===== config.mk =====
export PLATFORM = sky130hd
export DESIGN_NAME = imem_loader_flat
export DESIGN_NICKNAME = d
export VERILOG_FILES = /design/src/rtl/imem_loader_if.sv /design/src/rtl/imem_loader.sv /design/src/flat_wrapper.sv
export SDC_FILE = /design/constraint.sdc
export NUM_CORES = 1
export LEC_CHECK = 0
export CORE_AREA = 5 5 86 120
export CTS_CLUSTER_SIZE = 24
export DETAILED_ROUTE_END_ITERATION = 8
export DIE_AREA = 0 0 91 125
export GPL_TIMING_DRIVEN = 0
export PLACE_DENSITY = 0.72
export SYNTH_ARGS = -nofsm -noshare
export SYNTH_HDL_FRONTEND = slang
export SYNTH_SLANG_ARGS = --single-unit
export TNS_END_PERCENT = 50

===== constraint.sdc =====
create_clock -name clk -period 3.1 [get_ports clk]
set_clock_uncertainty 0.1 [all_clocks]
set_input_delay 0.31 -clock clk [delete_from_list [all_inputs] [get_ports clk]]
set_output_delay 0.31 -clock clk [all_outputs]
set_load 0.01 [all_outputs]

===== src/rtl/imem_loader_if.sv =====
// Byte-stream ingress and imem write port of the instruction-memory loader.
// master = loader side, slave = stream source / imem side.
interface imem_loader_if #(
   parameter int ADDR_WIDTH = 8
);
   logic                  in_valid;
   logic [7:0]            in_data;
   logic                  in_ready;
   logic                  imem_we;
   logic [ADDR_WIDTH-1:0] imem_addr;
   logic [31:0]           imem_wdata;

   modport master (
      input  in_valid, in_data,
      output in_ready, imem_we, imem_addr, imem_wdata
   );

   modport slave (
      output in_valid, in_data,
      input  in_ready, imem_we, imem_addr, imem_wdata
   );
endinterface


===== src/rtl/imem_loader.sv =====
// Assembles a length-prefixed little-endian byte stream into imem words; one write per 4 bytes, holds the core
// in reset until done. All outputs registered; in_ready follows state only, so a stalled source just holds the partial word.
module imem_loader #(
   parameter int ADDR_WIDTH = 8,
   parameter int LEN_WIDTH  = 16
) (
   input  logic                clk,
   input  logic                rst,
   input  logic                start,
   imem_loader_if.master       bus,
   output logic                cpu_rst,
   output logic                busy,
   output logic                done,
   output logic                err
);

   typedef enum logic [2:0] {
      S_IDLE, S_LEN0, S_LEN1, S_DATA, S_FLUSH, S_DONE, S_ERR
   } state_t;

   localparam logic [32:0] CAPACITY = 33'(1) << ADDR_WIDTH;

   state_t               state, state_nxt;
   logic [LEN_WIDTH-1:0] len;
   logic [LEN_WIDTH-1:0] word_cnt;
   logic [1:0]           byte_idx;
   logic [23:0]          sh;

   logic                 xfer;
   logic                 last_byte;
   logic                 last_word;
   logic [LEN_WIDTH-1:0] len_rx;

   assign xfer      = bus.in_valid && bus.in_ready;
   assign last_byte = (byte_idx == 2'd3);
   assign last_word = (word_cnt == len - LEN_WIDTH'(1));
   // low header byte sits in the top of the shift register after LEN0
   assign len_rx    = LEN_WIDTH'({bus.in_data, sh[23:16]});

   always_comb begin
      state_nxt = state;
      case (state)
         S_IDLE, S_DONE, S_ERR: begin
            if (start) state_nxt = S_LEN0;
         end
         S_LEN0: begin
            if (xfer) state_nxt = S_LEN1;
         end
         S_LEN1: begin
            if (xfer) begin
               if (len_rx == '0)
                  state_nxt = S_DONE;
               else if (33'(len_rx) > CAPACITY)
                  state_nxt = S_ERR;
               else
                  state_nxt = S_DATA;
            end
         end
         S_DATA: begin
            if (xfer && last_byte && last_word) state_nxt = S_FLUSH;
         end
         S_FLUSH: state_nxt = S_DONE;
         default: state_nxt = S_IDLE;
      endcase
   end

   always_ff @(posedge clk) begin
      if (rst) begin
         state          <= S_IDLE;
         bus.in_ready   <= 1'b0;
         bus.imem_we    <= 1'b0;
         bus.imem_addr  <= '0;
         bus.imem_wdata <= '0;
         cpu_rst        <= 1'b1;
         busy           <= 1'b0;
         done           <= 1'b0;
         err            <= 1'b0;
         len            <= '0;
         word_cnt       <= '0;
         byte_idx       <= '0;
         sh             <= '0;
      end else begin
         state        <= state_nxt;
         bus.in_ready <= state_nxt inside {S_LEN0, S_LEN1, S_DATA};
         busy         <= state_nxt inside {S_LEN0, S_LEN1, S_DATA, S_FLUSH};
         done         <= (state_nxt == S_DONE);
         err          <= (state_nxt == S_ERR);
         cpu_rst      <= (state_nxt != S_DONE);
         bus.imem_we  <= 1'b0;

         if (xfer) begin
            case (state)
               S_LEN0: sh <= {bus.in_data, sh[23:8]};
               S_LEN1: begin
                  len      <= len_rx;
                  word_cnt <= '0;
                  byte_idx <= '0;
               end
               S_DATA: begin
                  if (last_byte) begin
                     bus.imem_we    <= 1'b1;
                     bus.imem_wdata <= {bus.in_data, sh};
                     bus.imem_addr  <= ADDR_WIDTH'(word_cnt);
                     word_cnt       <= word_cnt + LEN_WIDTH'(1);
                  end else begin
                     sh <= {bus.in_data, sh[23:8]};
                  end
                  byte_idx <= byte_idx + 2'd1;
               end
               default: ;
            endcase
         end
      end
   end

endmodule


===== src/flat_wrapper.sv =====
// flat-port wrapper written by rule: the top's interface ports become plain ports
module imem_loader_flat 
#(
   parameter int ADDR_WIDTH = 8,
   parameter int LEN_WIDTH  = 16
)
  (clk, rst, start, cpu_rst, busy, done, err, bus_in_valid, bus_in_data, bus_in_ready, bus_imem_we, bus_imem_addr, bus_imem_wdata);
  imem_loader_if #(.ADDR_WIDTH(ADDR_WIDTH)) bus_i ();
  input  logic clk;
  input  logic rst;
  input  logic start;
  output logic cpu_rst;
  output logic busy;
  output logic done;
  output logic err;
  input wire logic [$bits(bus_i.in_valid)-1:0] bus_in_valid;
  input wire logic [$bits(bus_i.in_data)-1:0] bus_in_data;
  output wire logic [$bits(bus_i.in_ready)-1:0] bus_in_ready;
  output wire logic [$bits(bus_i.imem_we)-1:0] bus_imem_we;
  output wire logic [$bits(bus_i.imem_addr)-1:0] bus_imem_addr;
  output wire logic [$bits(bus_i.imem_wdata)-1:0] bus_imem_wdata;
  assign bus_i.in_valid = bus_in_valid;
  assign bus_i.in_data = bus_in_data;
  assign bus_in_ready = bus_i.in_ready;
  assign bus_imem_we = bus_i.imem_we;
  assign bus_imem_addr = bus_i.imem_addr;
  assign bus_imem_wdata = bus_i.imem_wdata;
  imem_loader #(.ADDR_WIDTH(ADDR_WIDTH), .LEN_WIDTH(LEN_WIDTH)) u_core (.clk(clk), .rst(rst), .start(start), .bus(bus_i), .cpu_rst(cpu_rst), .busy(busy), .done(done), .err(err));
endmodule

=== Yosys cells after proc, flatten, opt, wreduce, memory -nomap -nowiden ===
Cells that the tools add are included.

* Register bits: 107
* Input port bits: 12
* Output and inout bits: 46
* Logic and storage cells: 65

* $add $sub $neg: 3
* Magnitude comparators: 1
* Equality and inequality tests: 17
* Muxes and demuxes: 13
* Bitwise logic cells: 2
* Reductions and logical operators: 16

{| class="wikitable"
|+ Operators by type and width
! operator !! number
|-
| 24-bit one-hot mux with 2 select lines || 1
|-
| 16-bit one-hot mux with 2 select lines || 1
|-
| 24-bit two-way mux || 1
|-
| 3-bit == test, second input constant || 6
|-
| 3-bit two-way mux || 6
|-
| 16-bit by 1-bit adder with 16-bit output, second input constant || 1
|-
| 16-bit == test || 1
|-
| 16-bit by 9-bit > comparator with 1-bit output, second input constant || 1
|-
| 16-bit logical NOT || 1
|-
| 16-bit two-way mux || 1
|-
| 16-bit by 1-bit subtractor with 16-bit output, second input constant || 1
|-
| 3-bit one-hot mux with 5 select lines || 1
|-
| 3-bit by 2-bit == test with 1-bit output, second input constant || 4
|-
| 3-bit AND reduction || 3
|-
| 3-bit by 1-bit == test with 1-bit output, second input constant || 2
|-
| 3-bit OR reduction || 2
|-
| 2-bit one-hot mux with 2 select lines || 1
|-
| 2-bit AND reduction || 2
|-
| 2-bit nonzero test || 2
|-
| 4-bit nonzero test || 1
|-
| 1-bit logical AND || 3
|-
| 3-bit logical NOT || 1
|-
| 3-bit inequality test, second input constant || 1
|-
| 3-bit nonzero test || 1
|-
| other kinds (6) || 7
|}

=== Depth between registers and ports, before layout ===
Gate-level depths: netlist of the first run.

* Depth in word-level cells: 7
* Mapped depth: 9
* Mapped depth without buffers: 9

=== Worst setup path before layout of the first run ===
OpenSTA, ideal clock, no wires.

* Path type: register to register
* From: register u_core.len[8]
* To: register u_core.busy
* Setup time: 0.120 ns
* Arrival: 2.125 ns
* Required time: 2.880 ns
* Setup slack: 0.754 ns
* Cell stages (with the launch flop): 8
* Buffers on the path: 0
* Clock period less this slack: 2.346 ns
* Path through: dfxtp_1 or4_1 or3_1 a211o_1 a2111oi_2 a31oi_1 nand2b_1 o21ai_1

* Word-level cells in the longest chain between the ends: 7
* Elaborated cells between the ends (all ways): 10
* Classes of those cells: add/sub (1); eq/ne (5); mux (2); reduce/logical (2)

{| class="wikitable"
|+ Ends and longest elaborated chain
! what !! RTL line !! text
|-
| from (decl) || imem_loader.sv:24 || <nowiki>logic [LEN_WIDTH-1:0] len;</nowiki>
|-
| from (signal assigned) || imem_loader.sv:95 || <nowiki>len <= len_rx;</nowiki>
|-
| 16-bit by 1-bit subtractor with 16-bit output (*) || imem_loader.sv:36 || <nowiki>assign last_word = (word_cnt == len - LEN_WIDTH'(1));</nowiki>
|-
| 16-bit == test (*) || imem_loader.sv:36 ||
|-
| 1-bit logical AND (*) || imem_loader.sv:60 || <nowiki>if (xfer && last_byte && last_word) state_nxt = S_FLUSH;</nowiki>
|-
| 3-bit two-way mux (*) || imem_loader.sv:60 ||
|-
| 3-bit one-hot mux with 5 select lines (*) || imem_loader.sv:42 || <nowiki>case (state)</nowiki>
|-
| 3-bit by 1-bit == test with 1-bit output, or another cell as far along || imem_loader.sv:85 || <nowiki>busy <= state_nxt inside {S_LEN0, S_LEN1, S_DATA, S_FLUSH};</nowiki>
|-
| 4-bit nonzero test (*) || imem_loader.sv:85 ||
|-
| to (signal assigned) || imem_loader.sv:85 ||
|-
| to (decl) || imem_loader.sv:12 || <nowiki>output logic busy,</nowiki>
|}

Mark *: on every way between the ends. The rest lies on a longest branch, timed or not.
A chain may end at the register's enable or synchronous reset.

=== Worst setup path in the final report of the first run ===
* From: register u_core.state[1]
* To: register u_core.word_cnt[14]

* Word-level cells in the longest chain between the ends: 3
* Elaborated cells between the ends (all ways): 6
* Classes of those cells: eq/ne (3); mux (1); reduce/logical (2)

{| class="wikitable"
|+ Ends and longest elaborated chain
! what !! RTL line !! text
|-
| from (decl) || imem_loader.sv:23 || <nowiki>state_t state, state_nxt;</nowiki>
|-
| from (signal assigned) || imem_loader.sv:83 || <nowiki>state <= state_nxt;</nowiki>
|-
| 3-bit by 2-bit == test with 1-bit output || imem_loader.sv:92 || <nowiki>case (state)</nowiki>
|-
| 2-bit by 1-bit inequality test with 1-bit output (no line) / 2-bit nonzero test (equally long branches) || - ||
|-
| 3-bit AND reduction (no line) || - ||
|-
| to (signal assigned) || imem_loader.sv:104 || <nowiki>word_cnt <= word_cnt + LEN_WIDTH'(1);</nowiki>
|-
| to (decl) || imem_loader.sv:25 || <nowiki>logic [LEN_WIDTH-1:0] word_cnt;</nowiki>
|}

Parallel ways exist; a longest one is shown, timed or not.

==> impl_results.md, run 1 <==
- Setup_tns: 0 ns
- Ports: just under 60
- DP HPWL: approximately 8.7 mm
- CTS Sinks: around 110
- Vias per inst: roughly 5.4
- Clock Tree Buf Depth: 2
- Layout cell share with drive strength beyond 1: 0.0345
- Status: completed
- Synth Net Count: between 500 and 600
- Most frequent cells in the layout: nand2_1 (176), dfxtp_1 (107), a21oi_1 (89), clkdlybuf4s50_1 (56), clkbuf_1 (31)
- Final GP Congestion: ~0.88
- Post-Synthesis Cell Area: 4470 µm²
- Wire per inst: about 15 µm
- Total Power: between 0.002 and 0.003 W
- Initial Utilization: 0.486
- Most common cell after layout, fill and taps aside: nand2_1
- Final Max Slew Viols: 0
- Postcts setup bufs: 0
- Max IR drop VDD: 0.366 mV
- Dpl cells: 733
- Critical Path Max Stage Delay: about 0.44 ns
- Sequential share of the synthesized area: 0.479
- Arrival time worst endpoint: 2.90 ns
- IO buf count: 56
- Congestion Overflow GR: 0
- Final hold vios: 0
- CTS buffer count: 9
- DRC errors left: 0
- Slew @ Worst Pin: approximately 0.76 ns
- Root Driver: clkbuf_16
- Area fraction of the dominant cell type after synthesis: 0.479
- Final Routed Wirelength: roughly 12 mm
- Syn. warnings: 0
- Final period utilization: 0.899
- Fin nets: 649
- Post-synth EDFFs: 0
- Slowest CP cell: clkbuf_1
- Total GRT Usage: 0.203
- Crit path top cell by count: clkbuf_1
- CP Capture Type: flop
- DIE WIDTH: slightly above 90 µm
- Post-synthesis cell type count: between 40 and 50
- Crit Path Category: reg -> reg
- Synthesis-stage register bit count: roughly 110
- Endpoints failing setup: 0
- Max-cap violations: 0
- Area contributors post-synth: dfxtp_1 (48%), nand2_1 (15%), a21oi_1 (10%), xor2_1 (4.9%), clkbuf_1 (2.6%)
- Core Rows: 42
- Mapped Avg Cell Area: 7.89 µm²
- Die ar.: 11400 µm²
- Hold Path Class: reg -> reg
- LEAKAGE: around 1.9 nW
- Share of flip-flops with an asynchronous set or reset: 0
- H-tree depth: 3
- Worst path cell trace: clkbuf_1 -> nand4b_1 -> or2_2 -> clkbuf_1 -> nand2b_1 -> clkbuf_1 -> clkbuf_1 -> nor2_1
- Fmax: roughly 360 MHz
- Core Area: roughly 9200 µm²
- Req. time, crit path: 3.21 ns
- First-pass GRT wire length: between 15 and 20 mm
- Via count: between 4k and 5k
- DR iter-0 viols: a little under 200
- Pre-antenna DRT Iters: 4
- Relative slew slack: 0.486
- TritonCTS clock tree: yes
- Top cell type by total area after synthesis: dfxtp_1
- Worst Path Buf+Inv: 4
- Vias in the first global route: 4044
- Worst setup SP type: flop
- Initial antenna violation count: 0
- Die height: between 100 and 150 µm
- Leading register cell type out of synthesis: dfxtp_1
- P per Cell Area: 475 nW/µm²
- Clock-pin slew on the worst setup and hold paths: ~0.070 ns
- Unrepaired setup endpoints after global routing: false
- Tmin final: around 2.8 ns
- Pin count of the biggest net entering global routing: 17
- Clk_lat worst skew: between 0.3 and 0.4 ns
- Final ANT Viol Nets: 0
- Post-cts sizing count: 0
- CP max FO: 10
- Hold_buf cts: 0
- Cell family contributing the most delay on the critical path: buffers and inverters
- Syn-to-layout area delta: 22.1%
- ANT cells: 0
- Fin cells: around 750
- Post-Syn Instances: roughly 570
where the power goes:
| group | leakage [nW] | internal (W) | switching [W] |
|---|---|---|---|
| sequential | 0.862 | 0.00138 | 0.00000837 |
| clock | 0.133 | 0.000606 | 0.000489 |
| combinational | 0.865 | 0.0000379 | 0.0000699 |
flip-flops by register name, indices dropped and copies added, names as in the netlist, 2 cells and up:
name	cells
u_core.bus.imem_addr	8
u_core.byte_idx	2
u_core.word_cnt	16
u_core.state	3
u_core.sh	24
u_core.bus.imem_wdata	32
u_core.len	16
worst reg2reg max path: cells and delay by family, from the launching register on:
kind	cells	cell delay (ns)
buffers and inverters	4	1.26
flip-flops	1	0.31
AND/OR/NAND/NOR	4	0.98
layout make-up:
cell class / instances / area, µm²
Sequential cell: 107 / 2140
Clock inverter: 3 / 22.5
Inverter: 7 / 26.3
Timing Repair Buffer: 56 / 561
Fill cell: 827 / 3740
Multi-Input combinational cell: 421 / 2180
Clock buffer: 12 / 267
Buffer: 32 / 120
Tap cell: 110 / 138
logic make-up after synthesis:
| kind of cell | count (synthesis) | synth area share |
|---|---|---|
| multiplexers | 2 | 0.00476 |
| buffers and inverters | 39 | 0.0327 |
| flip-flops | 107 | 0.479 |
| AND/OR/NAND/NOR | 265 | 0.262 |
| adder cells (fa/ha/maj) | 4 | 0.0106 |
| XOR/XNOR | 38 | 0.0744 |
| AO/OA/AOI/OAI | 112 | 0.137 |
layer usage:
layer | up-vias | global-route usage | routed length [µm]
met5 | - | 0 | 0
met3 | 33 | 0.0367 | 348
met4 | 0 | 0.121 | 540
met1 | 1901 | 0.223 | 4590
met2 | 87 | 0.359 | 6030
li1 | 2029 | - | -
cell usage after synthesis (5+ instances only):
cell type  number
and4_1          5
xor2_1         25
clkbuf_1       31
nand3_1         9
nor2_1         28
inv_1           7
dfxtp_1       107
nand2_1       176
nand4_1         8
xnor2_1        13
nor3_1          7
a21oi_1        89
worst paths after layout:
check | from | to | slack [ns] | depth (start not counted)
setup reg to reg | u_core.state[1] | u_core.word_cnt[14] | 0.31 | 8
setup / recovery | u_core.state[1] | u_core.word_cnt[14] | 0.31 | 8
hold reg to reg | u_core.bus.imem_wdata[8] | u_core.bus.imem_wdata[8] | 0.36 | 2
hold / removal | u_core.bus.imem_wdata[8] | u_core.bus.imem_wdata[8] | 0.36 | 2
metrics by stage:
stage | worst slack (ns) | util | area [µm²] | hold slack [ns]
3_3_place_gp | 0.165 | 0.562 | 5170 | 0.344
6_report | 0.313 | 0.594 | 5460 | 0.357
3_5_place_dp | 0.0868 | 0.562 | 5170 | 0.348
2_1_floorplan | 0.754 | - | 4470 | 0.332
4_1_cts | 0.295 | 0.594 | 5460 | 0.358
5_1_grt | 0.0680 | 0.594 | 5460 | 0.373
Note: power is estimated with default switching activity, not from simulation.
==> run 2, diff against run 1 <==
==> constraint.sdc (replaced) <==
create_clock -name clk -period 3.1 [get_ports clk]
set_clock_uncertainty 0.1 [all_clocks]
set_input_delay 0.62 -clock clk [delete_from_list [all_inputs] [get_ports clk]]
set_output_delay 0.62 -clock clk [all_outputs]
set_load 0.01 [all_outputs]
==> run 2 against run 1 <==
Die area stayed put; global-route usage stayed put; fmax is 2.0% lower; wire length hardly changed; core utilization is 0.082 points higher; combinational power hardly changed; via count is 0.17% higher; sequential power hardly changed; clock power hardly changed; total power is 0.20% higher; cell area is 0.14% higher; first-iteration DRC count is 4.6% lower; critical path type is now in -> reg; largest power group unchanged.
==> impl_results.md, run 2 (synthesis gave the netlist of run 1 again) <==
- Status: completed
- Worst Path Buf+Inv: 3
- Worst path cell trace: clkdlybuf4s50_1 -> nand4b_1 -> a21oi_2 -> and2_0 -> clkbuf_1 -> clkbuf_1 -> nand2_1 -> a21oi_1
- Core Rows: 42
- Fin cells: around 750
- IO buf count: 56
- Final ANT Viol Nets: 0
- Arrival time worst endpoint: about 3 ns
- CP max FO: 10
- DP HPWL: slightly below 9 mm
- Hold Path Class: reg -> reg
- Tmin final: approximately 2.8 ns
- First-pass GRT wire length: 19.0 mm
- Syn-to-layout area delta: 22.2%
- Fin nets: 649
- Endpoints failing setup: 0
- P per Cell Area: approximately 480 nW/µm²
- Die ar.: ~11000 µm²
- Most common cell after layout, fill and taps aside: nand2_1
- Hold_buf cts: 0
- Top reg by flops: u_core.bus.imem_wdata
- Pre-antenna DRT Iters: 4
- LEAKAGE: 1.86 nW
- Regs by FF count: u_core.bus.imem_wdata x32, u_core.sh x24
- Vias per inst: approximately 5.4
- Total GRT Usage: 0.203
- Root Driver: clkbuf_16
- Slowest CP cell: clkdlybuf4s50_1
- Wire per inst: 15.4 µm
- Final period utilization: 0.917
- DRC errors left: 0
- DIE WIDTH: 91 µm
- Most frequent cells in the layout: nand2_1 (176), dfxtp_1 (107), a21oi_1 (89), clkdlybuf4s50_1 (56), clkbuf_1 (30)
- Pre-CTS setup slack: -0.223 ns
- Critical Path Max Stage Delay: between 0.5 and 0.6 ns
- Final Routed Wirelength: ~12 mm
- Setup ws final: between 0.2 and 0.3 ns
- Dpl cells: between 700 and 800
- Crit Path Category: in -> reg
- Initial antenna violation count: 0
- Layout cell share with drive strength beyond 1: 0.0376
- Cell family contributing the most delay on the critical path: buffers and inverters
- Max-cap violations: 0
- Worst setup SP type: input pin
- H-tree depth: 3
- Ports: 58
- Final Max Slew Viols: 0
- ANT cells: 0
- Clk_lat worst skew: 0.34 ns
- Die height: roughly 130 µm
- Core Area: 9200 µm²
- Req. time, crit path: around 3.3 ns
- Setup_tns: 0 ns
- Fmax: 352 MHz
- Clock Tree Buf Depth: 2
- TritonCTS clock tree: yes
- Postcts setup bufs: 0
- CTS Sinks: about 110
- CP Capture Type: flop
- Pin count of the biggest net entering global routing: 17
- Final GP Congestion: 0.880
- Congestion Overflow GR: 0
- Largest register FFs: 32
- Max IR drop VDD: around 0.37 mV
- CTS buffer count: 9
- Unrepaired setup endpoints after global routing: false
- DR iter-0 viols: between 150 and 200
- Crit path top cell by count: clkbuf_1
- Initial Utilization: 0.486
- Vias in the first global route: about 4.0k
- Via count: 4057
- Slew @ Worst Pin: ~0.77 ns
- Clock-pin slew on the worst setup and hold paths: about 0.070 ns
- Relative slew slack: 0.484
- Final hold vios: 0
run 2: cell counts in the layout (fill, tap and decap cells not counted):
Identical to the previous run, type by type.
run 2: cell type report:
| type | count | area [µm²] |
|---|---|---|
| Fill cell | 825 | 3730 |
| Sequential cell | 107 | 2140 |
| Multi-Input combinational cell | 421 | 2190 |
| Tap cell | 110 | 138 |
| Clock inverter | 3 | 22.5 |
| Timing Repair Buffer | 56 | 561 |
| Clock buffer | 12 | 267 |
| Inverter | 7 | 26.3 |
| Buffer | 32 | 121 |
run 2: power by group:
group | internal, W | switching, W
combinational | 0.0000381 | 0.0000699
sequential | 0.00138 | 0.00000832
clock | 0.000606 | 0.000494
total | 0.00203 | 0.000572
run 2: stage by stage:
| stage | total power, W | instance area [µm²] | hold WS [ns] | util |
|---|---|---|---|---|
| detailed placement | 0.00153 | 5170 | 0.348 | 0.562 |
| global placement | 0.00153 | 5170 | 0.344 | 0.562 |
| CTS | 0.00261 | 5460 | 0.358 | 0.594 |
| finish | 0.00260 | 5470 | 0.357 | 0.595 |
| floorplan | 0.00148 | 4470 | 0.332 | - |
| global route | 0.00269 | 5470 | 0.373 | 0.595 |
run 2: timing repair:
item                                   in CTS  in global routing
gates resized for setup                     0                  3
setup endpoints to repair                   0                 11
endpoints found under the hold margin       0                  0
run 2: final timing paths:
check / endpoint / depth (start not counted) / start / slack, ns
max: u_core.bus.imem_wdata[30] / 8 / bus_in_valid / 0.26
min: u_core.bus.imem_wdata[8] / 2 / u_core.bus.imem_wdata[8] / 0.36
max reg2reg: u_core.busy / 9 / u_core.len[0] / 0.33
min reg2reg: u_core.bus.imem_wdata[8] / 2 / u_core.bus.imem_wdata[8] / 0.36
run 2: worst reg2reg max path: cells and delay by family, from the launching register on:
kind | cells | cell delay (ns)
flops | 1 | 0.38
buf+inv | 1 | 0.08
compound gates | 2 | 0.32
fa+ha+maj | 1 | 0.29
simple gates | 5 | 1.47
run 2: per-layer routing:
metal,wire (µm),global-route usage,up-vias
li1,-,-,2027
met1,4650,0.223,1922
met2,6040,0.359,77
met3,309,0.0367,31
met4,513,0.121,0
met5,0,0,-
